## src/rtl/mem_bus_arb_pkg.sv

```systemverilog
// Shared types for the IF/LS memory bus arbiter.
// State encodings, requester ids and the stall counter helper.
package mem_bus_arb_pkg;

  typedef enum logic [1:0] {
    ARB_IDLE    = 2'd0,
    ARB_WAIT_IF = 2'd1,
    ARB_WAIT_LS = 2'd2
  } arb_state_t;

  localparam logic REQ_IF = 1'b0;
  localparam logic REQ_LS = 1'b1;

  localparam int STALL_W = 8;

  function automatic logic [STALL_W-1:0] sat_inc(
    input logic [STALL_W-1:0] v,
    input logic [STALL_W-1:0] max
  );
    return (v >= max) ? max : v + 1'b1;
  endfunction

endpackage

```

## src/rtl/mem_bus_arb_cells.sv

```systemverilog
// Flop library cells: dffr (reset flop) and dfflr (reset flop with load).
// Ports: clk, rst_n (async, active-low), [en], d, q; RST is the reset value.
module dffr #(
  parameter int W = 1,
  parameter logic [W-1:0] RST = '0
) (
  input  logic         clk,
  input  logic         rst_n,
  input  logic [W-1:0] d,
  output logic [W-1:0] q
);

  always_ff @(posedge clk or negedge rst_n) begin
    if (!rst_n) q <= RST;
    else        q <= d;
  end

endmodule

module dfflr #(
  parameter int W = 1,
  parameter logic [W-1:0] RST = '0
) (
  input  logic         clk,
  input  logic         rst_n,
  input  logic         en,
  input  logic [W-1:0] d,
  output logic [W-1:0] q
);

  always_ff @(posedge clk or negedge rst_n) begin
    if (!rst_n)  q <= RST;
    else if (en) q <= d;
  end

endmodule

```

## src/rtl/mem_bus_arb_stall.sv

```systemverilog
// arb_stall_cnt: saturating count of LS grants taken while IF waits.
// Ports: clk, rst_n, inc, clr (wins over inc), sat (count == MAX_STALL).
module arb_stall_cnt
  import mem_bus_arb_pkg::*;
#(
  parameter int MAX_STALL = 4
) (
  input  logic clk,
  input  logic rst_n,
  input  logic inc,
  input  logic clr,
  output logic sat
);

  localparam logic [STALL_W-1:0] MAX = STALL_W'(MAX_STALL);

  logic [STALL_W-1:0] cnt_q;
  logic [STALL_W-1:0] cnt_d;

  always_comb begin
    cnt_d = cnt_q;
    if (clr)      cnt_d = '0;
    else if (inc) cnt_d = sat_inc(cnt_q, MAX);
  end

  always_ff @(posedge clk or negedge rst_n) begin
    if (!rst_n) cnt_q <= '0;
    else        cnt_q <= cnt_d;
  end

  assign sat = (cnt_q == MAX);

endmodule

```

## src/rtl/mem_bus_arb.sv

```systemverilog
// mem_bus_arb: one-outstanding arbiter of IF/LS onto a shared memory bus.
// Ports: IF req/rsp, LS req/rsp, m_* bus side; ARB_PERF_EN adds perf_*.
module mem_bus_arb
  import mem_bus_arb_pkg::*;
#(
  parameter int AW        = 32,
  parameter int DW        = 32,
  parameter int MAX_STALL = 4
) (
  input  logic          clk,
  input  logic          rst_n,
  input  logic          if_req_val,
  output logic          if_req_rdy,
  input  logic [AW-1:0] if_addr,
  output logic          if_rsp_val,
  output logic [DW-1:0] if_rsp_data,
  input  logic          ls_req_val,
  output logic          ls_req_rdy,
  input  logic [AW-1:0] ls_addr,
  input  logic          ls_wen,
  input  logic [DW-1:0] ls_wdata,
  input  logic [DW/8-1:0] ls_wstrb,
  output logic          ls_rsp_val,
  output logic [DW-1:0] ls_rsp_data,
  output logic          m_req_val,
  input  logic          m_req_rdy,
  output logic [AW-1:0] m_addr,
  output logic          m_wen,
  output logic [DW-1:0] m_wdata,
  output logic [DW/8-1:0] m_wstrb,
  input  logic          m_rsp_val,
  input  logic [DW-1:0] m_rsp_data
`ifdef ARB_PERF_EN
  ,
  output logic [31:0]   perf_if_cnt,
  output logic [31:0]   perf_ls_cnt,
  output logic [31:0]   perf_stall_cnt
`endif
);

  logic [1:0] state_q;
  arb_state_t state;
  arb_state_t state_d;
  logic       owner_q;
  logic       owner_d;

  logic idle;
  logic busy;
  logic sat;
  logic sel_ls;
  logic sel_if;
  logic hs;
  logic ls_hs;
  logic if_hs;
  logic rsp_hit;
  logic stall_inc;
  logic stall_clr;

  assign state = arb_state_t'(state_q);
  assign idle  = (state == ARB_IDLE);
  assign busy  = (state == ARB_WAIT_IF) ||
                 (state == ARB_WAIT_LS);

  // LS wins unless IF has already sat out MAX_STALL LS grants.
  assign sel_ls = idle & ls_req_val &
                  ~(if_req_val & sat);
  assign sel_if = idle & if_req_val & ~sel_ls;

  assign m_req_val = sel_ls | sel_if;
  assign hs        = m_req_val & m_req_rdy;
  assign ls_hs     = sel_ls & m_req_rdy;
  assign if_hs     = sel_if & m_req_rdy;

  assign ls_req_rdy = ls_hs;
  assign if_req_rdy = if_hs;

  assign m_addr  = sel_ls ? ls_addr : if_addr;
  assign m_wen   = sel_ls & ls_wen;
  assign m_wdata = sel_ls ? ls_wdata : '0;
  assign m_wstrb = sel_ls ? ls_wstrb : '0;

  // A response in IDLE has no owner and is dropped.
  assign rsp_hit    = busy & m_rsp_val;
  assign if_rsp_val = rsp_hit & (owner_q == REQ_IF);
  assign ls_rsp_val = rsp_hit & (owner_q == REQ_LS);
  assign if_rsp_data = m_rsp_data;
  assign ls_rsp_data = m_rsp_data;

  always_comb begin
    state_d = state;
    unique case (1'b1)
      idle: begin
        if (hs)
          state_d = sel_ls ? ARB_WAIT_LS
                           : ARB_WAIT_IF;
      end
      busy: begin
        if (m_rsp_val) state_d = ARB_IDLE;
      end
      default: state_d = ARB_IDLE;
    endcase
  end

  assign owner_d = sel_ls ? REQ_LS : REQ_IF;

  dffr #(
    .W   (2),
    .RST (2'(ARB_IDLE))
  ) u_state (
    .clk   (clk),
    .rst_n (rst_n),
    .d     (state_d),
    .q     (state_q)
  );

  dfflr #(
    .W   (1),
    .RST (REQ_IF)
  ) u_owner (
    .clk   (clk),
    .rst_n (rst_n),
    .en    (hs),
    .d     (owner_d),
    .q     (owner_q)
  );

  assign stall_inc = ls_hs & if_req_val;
  assign stall_clr = if_hs | (idle & ~if_req_val);

  arb_stall_cnt #(
    .MAX_STALL (MAX_STALL)
  ) u_stall (
    .clk   (clk),
    .rst_n (rst_n),
    .inc   (stall_inc),
    .clr   (stall_clr),
    .sat   (sat)
  );

`ifdef ARB_PERF_EN
  always_ff @(posedge clk or negedge rst_n) begin
    if (!rst_n) begin
      perf_if_cnt    <= '0;
      perf_ls_cnt    <= '0;
      perf_stall_cnt <= '0;
    end else begin
      if (if_hs)
        perf_if_cnt <= perf_if_cnt + 32'd1;
      if (ls_hs)
        perf_ls_cnt <= perf_ls_cnt + 32'd1;
      if (if_req_val & ~if_hs)
        perf_stall_cnt <= perf_stall_cnt + 32'd1;
    end
  end
`endif

endmodule

```

## config.mk

```make
export PLATFORM = sky130hd
export DESIGN_NAME = mem_bus_arb
export DESIGN_NICKNAME = d
export VERILOG_FILES = /design/src/rtl/mem_bus_arb_pkg.sv /design/src/rtl/mem_bus_arb_cells.sv /design/src/rtl/mem_bus_arb_stall.sv /design/src/rtl/mem_bus_arb.sv
export SDC_FILE = /design/constraint.sdc
export NUM_CORES = 1
export LEC_CHECK = 0
export ABC_AREA = 1
export BUFFER_PORTS_ARGS = -buffer_cell sky130_fd_sc_hd__buf_2
export CAP_MARGIN = 40
export CORE_AREA = 2 2 108 110
export DETAILED_ROUTE_END_ITERATION = 6
export DIE_AREA = 0 0 110 112
export GPL_TIMING_DRIVEN = 0
export HOLD_SLACK_MARGIN = 0.05
export PLACE_DENSITY = 0.54
export SLEW_MARGIN = 5
export SYNTH_ARGS = -nofsm -noshare
export SYNTH_HDL_FRONTEND = slang
export SYNTH_SLANG_ARGS = --single-unit
```

## constraint.sdc

```tcl
create_clock -name clk -period 1.72 [get_ports clk]
set_input_delay 0.258 -clock clk [delete_from_list [all_inputs] [get_ports clk]]
set_output_delay 0.258 -clock clk [all_outputs]
set_load 0.005 [all_outputs]
```

* Word-level counts from Yosys, hierarchy flattened
Cells that the tools add are included.
Cells by class: add/sub/neg operators 1, $lt $le $gt $ge 1, eq/ne operators 5, muxes and demuxes 11, bitwise logic cells 20, reductions and logical operators 4
Operators by type and width (count):
- $mux 32 | 2
- $mux 8 | 3
- $and 1x1->1 | 14
- $add 8x1->8 const B | 1
- $eq 8x3->1 const B | 1
- $ge 8x3->1 const B | 1
- $mux 2 | 3
- $mux 4 | 1
- $not 1->1 | 4
- $pmux 2 s2 | 1
- $eq 2x1->1 const B | 1
- $eq 2x2->1 const B | 1
- $logic_not 2->1 | 1
- $ne 2x1->1 const B | 1
- $ne 2x2->1 const B | 1
- $or 1x1->1 | 2
- $reduce_and 2->1 | 1
- $reduce_bool 2->1 | 1
- $logic_or 1x1->1 | 1
- $mux 1 | 1
Word-level totals: flip-flop bits (word level) 11, input bits 139, output and inout port bits 138, word-level logic and storage cells 45

* Longest topological paths before layout
Gate-level depths: netlist (run 1).
depth in word-level cells 10, mapped depth 10, gate-level depth less buffers 10

* Hierarchy
A second synthesis (run 1) with hierarchy kept.
Second synthesis, totals: cells, all modules 332, area, all modules 1806.7 um^2
By module, submodules not included:
- mem_bus_arb | times used 1, cells each 281, area each 1350.0 um^2
- arb_stall_cnt | times used 1, cells each 44, area each 366.6 um^2
- dffr | times used 1, cells each 2, area each 50.0 um^2
- dfflr | times used 1, cells each 5, area each 40.0 um^2

* Worst setup path after synthesis (run 1)
OpenSTA, ideal clock, no wires.
path type reg-to-output, start register u_stall.cnt_q[0], end output port m_addr[10], data arrival time 1232 ps, data required time 1462 ps, slack 230 ps, cell stages (with the launch flop) 11, buffers on the path 1, cells stage by stage dfrtp_1 > inv_1 > ha_1 > nand2_1 > nor2_1 > nand2_2 > nand2_4 > inv_2 > buf_6 > nand2_1 > nand2_1
On the way: cells in the longest elaborated chain, start to end 5
Ends and longest elaborated chain:
- start, declared | line mem_bus_arb_stall.sv:17 | logic [STALL_W-1:0] cnt_q;
- start signal, assigned | line mem_bus_arb_stall.sv:28 | else cnt_q <= cnt_d;
- $eq 8x3->1 | line mem_bus_arb_stall.sv:31 | assign sat = (cnt_q == MAX);
- $and 1x1->1 | line mem_bus_arb.sv:66 | ~(if_req_val & sat);
- $not 1->1 | line mem_bus_arb.sv:66
- $and 1x1->1 | line mem_bus_arb.sv:65 | assign sel_ls = idle & ls_req_val &
- $mux 32 | line mem_bus_arb.sv:77 | assign m_addr = sel_ls ? ls_addr : if_addr;
- end, declared | line mem_bus_arb.sv:27 | output logic [AW-1:0] m_addr,
No other way between the ends.

* Final worst setup path (run 1)
start register u_stall.cnt_q[1], end output port m_wdata[25]
On the way: cells in the longest elaborated chain, start to end 5
Ends and longest elaborated chain:
- $eq 8x3->1 | line mem_bus_arb_stall.sv:31
- $and 1x1->1 | line mem_bus_arb.sv:66
- $not 1->1 | line mem_bus_arb.sv:66
- $and 1x1->1 | line mem_bus_arb.sv:65
- $mux 32 | line mem_bus_arb.sv:79 | assign m_wdata = sel_ls ? ls_wdata : '0;
- end, declared | line mem_bus_arb.sv:29 | output logic [DW-1:0] m_wdata,
No other way between the ends.

==> results of run 1 <==
## final timing paths
kind                                         end             start  slack [ns]  cells after the start
worst min register to register  u_stall.cnt_q[6]  u_stall.cnt_q[6]        0.48                      2
max in group asynchronous           u_state.q[0]             rst_n        1.10                      2
worst min-delay path                   u_owner.q         m_req_rdy        0.34                      3
min in group asynchronous       u_stall.cnt_q[1]             rst_n        0.42                      2
worst max register to register  u_stall.cnt_q[0]  u_stall.cnt_q[1]        0.08                     11
worst max-delay path                 m_wdata[25]  u_stall.cnt_q[1]       -0.22                     10
## power groups by stage
stage          Sequential [mW]  Clock, mW  Combinational, mW
3_3_place_gp             0.340          0               1.85
5_1_grt                  0.344      0.448               2.65
4_1_cts                  0.331      0.440               1.99
3_5_place_dp             0.338          0               1.83
2_1_floorplan            0.331          0               1.03
6_report                 0.336      0.431               2.38
## cells by family after synthesis
logic type	share of synthesized area
compound gates	0.02132
fa+ha+maj	0.02063
buf+inv	0.4367
flops	0.1513
simple gates	0.3700
## worst reg2reg max path, stage by stage (launching register included)
cell and delay (ns):
sky130_fd_sc_hd__dfrtp_1 0.38, sky130_fd_sc_hd__inv_2 0.07, sky130_fd_sc_hd__ha_4 0.14, sky130_fd_sc_hd__nand2_4 0.04
sky130_fd_sc_hd__nor2_4 0.11, sky130_fd_sc_hd__nand2_4 0.11, sky130_fd_sc_hd__buf_4 0.16, sky130_fd_sc_hd__buf_4 0.12
sky130_fd_sc_hd__nand4_1 0.14, sky130_fd_sc_hd__inv_1 0.11, sky130_fd_sc_hd__nand3_1 0.10, sky130_fd_sc_hd__nand2_1 0.05
## cell usage after synthesis
| cell type | number | share of area |
|---|---|---|
| sky130_fd_sc_hd__nor2_1 | 48 | 0.099 |
| sky130_fd_sc_hd__buf_2 | 2 | 0.0055 |
| sky130_fd_sc_hd__a21oi_2 | 1 | 0.0048 |
| sky130_fd_sc_hd__nand3_1 | 4 | 0.011 |
| sky130_fd_sc_hd__nand2_2 | 2 | 0.0069 |
| sky130_fd_sc_hd__nor2_2 | 1 | 0.0034 |
| sky130_fd_sc_hd__a21oi_1 | 1 | 0.0027 |
| sky130_fd_sc_hd__inv_2 | 2 | 0.0041 |
| sky130_fd_sc_hd__nand2_1 | 109 | 0.22 |
| sky130_fd_sc_hd__o21ai_0 | 5 | 0.014 |
| sky130_fd_sc_hd__buf_4 | 67 | 0.28 |
| sky130_fd_sc_hd__nand4_1 | 3 | 0.010 |
| sky130_fd_sc_hd__inv_1 | 58 | 0.12 |
| sky130_fd_sc_hd__nand2_4 | 1 | 0.0062 |
| sky130_fd_sc_hd__nor3_1 | 3 | 0.0083 |
| sky130_fd_sc_hd__ha_1 | 3 | 0.021 |
| sky130_fd_sc_hd__buf_6 | 5 | 0.031 |
| sky130_fd_sc_hd__dfrtp_1 | 11 | 0.15 |
## what timing repair did
item	in CTS	in global routing
endpoints found under the setup margin	70	78
buffers inserted	5	6
endpoints found under the hold margin	11	0
gates resized for setup	14	60
cloned	0	5
hold buffers	1	0
pin swaps	2	6
## flip-flops by register name, summed over array words and instances (netlist names)
| name | flops |
|---|---|
| u_state.q | 2 |
| u_owner.q | 1 |
| u_stall.cnt_q | 8 |
## layer usage
layer / up-vias / wire length, um / global-route usage
met2: 142 / 4055 / 0.2025
met3: 7 / 723 / 0.01347
li1: 1401 / - / -
met4: 0 / 80 / 0.01772
met1: 1120 / 3075 / 0.1238
met5: - / 0 / 0
## layout make-up
cell class              instances  area [um^2]  share of cell area
plain buffers                  74        613.1              0.1645
clock buffers                   4        78.83             0.02115
inverters                      60        237.7             0.06378
multi-input cells             182        930.9              0.2497
flip-flops and latches         11        275.3             0.07385
well taps                     143        178.9             0.04800
repair buffers                259         1413              0.3790
## through the flow
stage,TNS (ns),utilization
after global placement,-4.680,0.2881
final,-10.84,0.3336
after CTS,-13.00,0.3044
after global routing,-17.61,0.3336
after floorplan,0,-
after detailed placement,-4.077,0.2881
==> results by stage, run 1 <==
Logic synthesis:
- The cell area after synthesis is approximately 0.0018 mm^2.
- Each instance of the synthesized netlist takes up on average 5.581 um^2.
- For this run, the number of Yosys warnings is 0.
- Synthesis produced 326 cells.
- After synthesis the netlist holds a flip-flop and latch count of 11.
- The net count after synthesis is around 470.
- The post-synthesis sequential area ratio is 0.1513.
- Yosys mapped the design onto 18 distinct sky130hd cell types.

Critical path:
- In this design, the largest share of critical-path delay is due to buffers and inverters.
- Data on the critical path is required at its endpoint by 1.46 ns.
- STA classifies the critical path startpoint as a flip-flop.
- At the worst endpoint, the arrival time is 1.68 ns.
- The largest fanout on the critical path is 6.
- The critical path goes through inv_2 > ha_4 > nand2_4 > nor2_4 > nand2_4 > nand2_8 > buf_12 > clkbuf_16 > nor2_4 > buf_2.
- The cell at the slowest stage of the critical path is sky130_fd_sc_hd__dfrtp_1.
- The kind of end point of the critical path is a primary output.
- The setup path with the least slack is of type reg -> out.
- The delay of the slowest cell on the worst path is 0.38 ns.
- The number of buffers and inverters on the critical path is 4.

Pwr:
- For this design the static power due to leakage is between 2 and 2.5 nW.
- The total power density per cell area is roughly 840 mW/mm^2.
- The peak ir drop on the vdd network is about 0.63 mV.
- The design draws 3.144 mW.
- The internal cell power is 1.832 mW.
- The fraction of power consumed by the clock network is 0.137.
- In this run the power spent charging and discharging nets is 1.312 mW.
- The combinational share of power is 0.756.
- The switching fraction of total power is 0.4173.
- The part of the total power dissipated in sequential elements is 0.107.

Timing:
- Clock skew on the completed layout was measured at 0.0008821 ns.
- Setup violations remaining at the end of the flow were counted as 71.
- At the pin with the least slew margin, the transition time is 0.4227 ns.
- The post-route clock period utilization is 1.127.
- The clock period minus final worst setup slack is around 1.9 ns.
- The max-slew headroom at the worst pin is 0.7167.
- In the post-route analysis, the smallest setup slack over all paths is -0.2184 ns.
- Setup repair after global routing could not meet its margin everywhere.
- The timing-limited maximum frequency is between 500 and 600 MHz.
- The worst-case hold slack is 0.3417 ns.
- The number of hold violations in the final report came to 0.
- The final-report max-slew violation count is 0.

Floorplan:
- The die extent in y is 112 um.
- In this run the standard cell core region covers about 0.011 mm^2.
- For this configuration, the core starts out at a cell density of 0.1628.
- After floorplanning, the core was divided into 39 placement rows.
- The die footprint is around 0.012 mm^2.
- The number of primary I/O pins is 277.
- Measured along the x axis, the die boundary spans approximately 110 um.

Finish:
- The cell area after layout is 0.003727 mm^2.
- Relative to the synthesized area, the layout overhead comes to 104.9%.
- Leaving out fill and tap cells, the most frequent cells in the layout are 242 x sky130_fd_sc_hd__buf_2, 102 x sky130_fd_sc_hd__nand2_1, 73 x sky130_fd_sc_hd__buf_4.
- The final layout contains 733 nets.
- The commonest non-fill, non-tap cell in the layout is sky130_fd_sc_hd__buf_2.
- The filler cell count in the final layout is 1236.
- The post-route non-filler standard cell count is 733.
- The antenna diode instance count is 0.
- The fraction of layout cells with a size suffix above 1 is 0.6373.

Detailed routing:
- The wire length after detailed routing is 7935 um.
- Dividing the detail-routed wire length by the instance count gives ~11 um.
- The number of nets still failing antenna checks after routing is 0.
- The detailed router's first-iteration violation count is 66.
- Using the TritonRoute via totals, the vias-per-cell ratio works out to 3.643.
- The first detailed-routing pass took 4 iterations.
- The number of remaining DRC errors is 0.
- The routed layout has around 2700 vias.

Global routing:
- The number of antenna violations at the first check in global routing came to 0.
- The wire length of the first global-routing pass is 10370 um.
- In the global route stage, overall resource usage came out at 0.1058.
- The global route total overflow is 0.
- The largest net degree at the start of global routing is 12.
- The number of global-route vias before repair is 2217.

Clock tree:
- The number of clock buffers inserted by TritonCTS is 3.
- Clock-pin slew was measured on the worst setup and hold paths at 0.04 ns.
- CTS built an H-tree with a depth of 1.
- The buffer type at the clock tree root is sky130_fd_sc_hd__clkbuf_16.
- The longest clock path from root to sink contains 2 buffers.
- The tree built by TritonCTS fans out to 11 sinks.
- The latest clock arrival within the worst-skew pair is 0.24 ns.
- TritonCTS built the clock tree.

Run status:
- The final reports fail on setup timing.
- The run finished, with violations left.

Placed design:
- The final RePlAce weighted congestion is about 0.8.
- The half-perimeter wire length after detailed placement is roughly 6600 um.
- After detailed placement, the total cell area comes to about 0.0032 mm^2.
- The pre-CTS worst setup slack is -0.1358 ns.
- The count of buffers added on input and output ports is 244.
- The placed cell count is 713.

Flow run:
- The tool flagged a number of max-cap violations equal to 0.

Min path:
- The path class of the tightest hold or removal check is in -> reg.
No activity file was read; power rests on OpenSTA's default activity.
==> run 2, diff against run 1 <==
- RECOVER_POWER: default -> 100
==> results by stage, run 2 (synthesis results as in run 1) <==
Detailed routing:
- The number of remaining DRC errors is 0 (unchanged).
- The wire length after detailed routing is 7916 um (was 7935 um).
- The ratio of routed vias to standard cells is 3.641 (was 3.643).
- The number of nets still failing antenna checks after routing came to 0 (unchanged).
- The detailed router's first-iteration violation count is 63 (was 66).
- The total number of vias was 2669 (was 2670).
- The average detailed-routed wire length per instance was 10.80 um (was 10.83 um).
- The total iterations of the first detailed-routing run was 4 (unchanged).

Min path:
- The worst min-delay path class is in -> reg (unchanged).
- The beginning of the worst hold path is m_req_rdy (unchanged).
- The worst hold endpoint is u_owner.q (unchanged).
- The hold path depth was 3 (unchanged).

Clock tree:
- The maximum clock insertion buffer count is 2 (unchanged).
- The CTS sink count was 11 (unchanged).
- The buffer type at the clock tree root is sky130_fd_sc_hd__clkbuf_16 (unchanged).
- The clock slew at the register clock pins of the worst setup and hold paths was 0.04 ns (about the same).
- The H-tree depth came to 1 (unchanged).
- The clock tree from TritonCTS is done (unchanged).
- The latest clock arrival within the worst-skew pair is 0.24 ns (about the same).
- The number of clock buffers inserted by TritonCTS was 3 (unchanged).

Pwr:
- The leakage component of the power was 2.422 nW (was 2.479 nW).
- The peak ir drop on the vdd network came to 0.6431 mV (was 0.6279 mV).
- The total power density per cell area is 844.0 mW/mm^2 (was 843.5 mW/mm^2).

Finish:
- The fraction of layout cells with a size suffix above 1 is 0.6102 (was 0.6373).
- The final net count is 733 (unchanged).
- The commonest non-fill, non-tap cell in the layout is sky130_fd_sc_hd__buf_2 (unchanged).
- The flip-flop count of the largest register after layout is 8 (unchanged).
- Most frequent cells in the layout: 226 x sky130_fd_sc_hd__buf_2, 102 x sky130_fd_sc_hd__nand2_1, 53 x sky130_fd_sc_hd__inv_1 (was 242 x sky130_fd_sc_hd__buf_2, 102 x sky130_fd_sc_hd__nand2_1, 73 x sky130_fd_sc_hd__buf_4).
- Regs by FF count: u_stall.cnt_q x8, u_state.q x2, u_owner.q x1 (unchanged).
- The antenna diode instance count is 0 (unchanged).
- The area growth from synthesis to layout was 103.8% (was 104.9%).
- The register ranked first by flip-flop count is u_stall.cnt_q (unchanged).

Critical path:
- The setup slack on the worst flop-to-flop path is 0.08 ns (about the same).
- The cell depth of the worst flop-to-flop path is 11 (unchanged).
- The kind of end point of the critical path is a primary output (unchanged).
- The startpoint of the most critical setup path was u_stall.cnt_q[1] (unchanged).
- The element type at the critical path start is a flip-flop (unchanged).
- The cell family with the largest share of critical-path delay is buffers and inverters (unchanged).
- The data required time of the worst path came to 1.46 ns (about the same).
- The number of buffers and inverters on the critical path came to 4 (unchanged).
- Worst-path cell chain: inv_2 > ha_4 > nand2_4 > nor2_4 > nand2_4 > nand2_8 > buf_12 > clkbuf_16 > nor2_4 > buf_2 (unchanged).
- The cell at the slowest stage of the critical path was sky130_fd_sc_hd__dfrtp_1 (unchanged).
- The worst flop-to-flop path startpoint is u_stall.cnt_q[1] (unchanged).
- The endpoint arrival time on the critical path is 1.68 ns (about the same).
- The delay of the slowest cell on the worst path is 0.38 ns (about the same).
- The largest fanout on the critical path is 6 (unchanged).
- The critical path start-end classification is reg -> out (unchanged).
- The capturing point of the worst reg2reg path is u_stall.cnt_q[0] (unchanged).

Timing:
- The setup-violating endpoint count in the final report is 71 (unchanged).
- The worst-case hold slack is 0.3416 ns (was 0.3417 ns).
- The pin slew with the least headroom to its limit is 0.6331 ns (was 0.4227 ns).
- The post-route clock period utilization was 1.127 (about the same).
- The clock period minus final worst setup slack came to 1.939 ns (was 1.938 ns).
- The clock skew after layout was 0.0008126 ns (was 0.0008821 ns).
- The final worst setup slack is -0.2193 ns (was -0.2184 ns).
- The number of hold violations in the final report is 0 (unchanged).
- The timing-limited maximum frequency was 515.7 MHz (was 515.9 MHz).
- Setup repair after global routing missed its margin: yes (unchanged).
- The final-report max-slew violation count is 0 (unchanged).
- The max-slew headroom at the worst pin came to 0.5779 (was 0.7167).

Placed design:
- The half-perimeter wire length after detailed placement is 6620 um (unchanged).
- The pre-CTS worst setup slack is -0.1358 ns (unchanged).
- The final RePlAce weighted congestion is 0.7826 (unchanged).
- The count of input and output buffers is 244 (unchanged).

Run status:
- Violations in the final reports: setup timing (unchanged).
- Status: complete, but fails checks (unchanged).

Global routing:
- The largest net degree at the start of global routing is 12 (unchanged).
- The total global-route track usage is 0.1058 (unchanged).
- The number of antenna violations at the first check in global routing is 0 (unchanged).
- The global route total overflow is 0 (unchanged).
- The number of global-route vias before repair is 2217 (unchanged).
- The wire length of the first global-routing pass is 10370 um (unchanged).

Floorplan:
- The starting density of the core came to 0.1628 (unchanged).
- The die extent in y came to 112 um (unchanged).
- The die footprint was 0.01232 mm^2 (unchanged).
- The row count came to 39 (unchanged).
- The chip width was 110 um (unchanged).
- The standard cell core area came to 0.01117 mm^2 (unchanged).
- The number of primary I/O pins came to 277 (unchanged).

Flow run:
- The reported max-cap violation count came to 0 (unchanged).
[run 2: power breakdown]
group / switching [mW] / total (mW) / internal [mW]
combinational: 1.16 / 2.36 / 1.20
clock: 0.120 / 0.431 / 0.312
sequential: 0.0276 / 0.336 / 0.308
total: 1.31 / 3.13 / 1.82
[run 2: final cells by class]
| cell class | instances | area [um^2] |
|---|---|---|
| Multi-Input combinational cell | 182 | 930.9 |
| Fill cell | 1246 | 7467 |
| Inverter | 60 | 237.7 |
| Buffer | 74 | 613.1 |
| Timing Repair Buffer | 259 | 1393 |
| Sequential cell | 11 | 275.3 |
| Tap cell | 143 | 178.9 |
| Clock buffer | 4 | 78.83 |
[run 2: worst max path at each step]
stage	to	slack, ns	cells past startpoint
4_1_cts	m_wstrb[0]	-0.23	10
3_5_place_dp	m_addr[5]	-0.14	11
2_1_floorplan	m_addr[10]	0.23	10
3_3_place_gp	m_addr[5]	-0.15	11
5_1_grt	m_wdata[25]	-0.30	10
6_report	m_wdata[25]	-0.22	10
[run 2: worst register-to-register path, delay by kind of cell, from the launching register on]
family	cells	cell delay, ns
and+or+nand+nor	6	0.55
buffers and inverters	4	0.46
DFF	1	0.38
adders and majority gates	1	0.14
[run 2: stage by stage]
stage | utilization | std cells | TNS [ns] | power (mW) | area [um^2]
final | 0.3318 | 733 | -10.88 | 3.129 | 3707
after CTS | 0.3044 | 723 | -13.00 | 2.761 | 3402
after floorplan | - | 326 | 0 | 1.366 | 1819
after detailed placement | 0.2881 | 713 | -4.077 | 2.173 | 3219
after global placement | 0.2881 | 713 | -4.680 | 2.188 | 3219
after global routing | 0.3318 | 733 | -17.61 | 3.425 | 3707
[run 2: what timing repair did]
item	CTS	global route
gates resized for setup	14	60
cloned	0	5
hold endpoints to repair	11	0
setup buffers	5	6
pin swaps	2	6
hold buffers	1	0
setup endpoints to repair	70	78
[run 2: per-layer routing]
layer	global-route usage	up-vias	share of wire
met5	0	-	0
met4	0.01772	0	0.010
met3	0.01347	7	0.092
met2	0.2025	142	0.51
met1	0.1238	1119	0.39
li1	-	1401	-
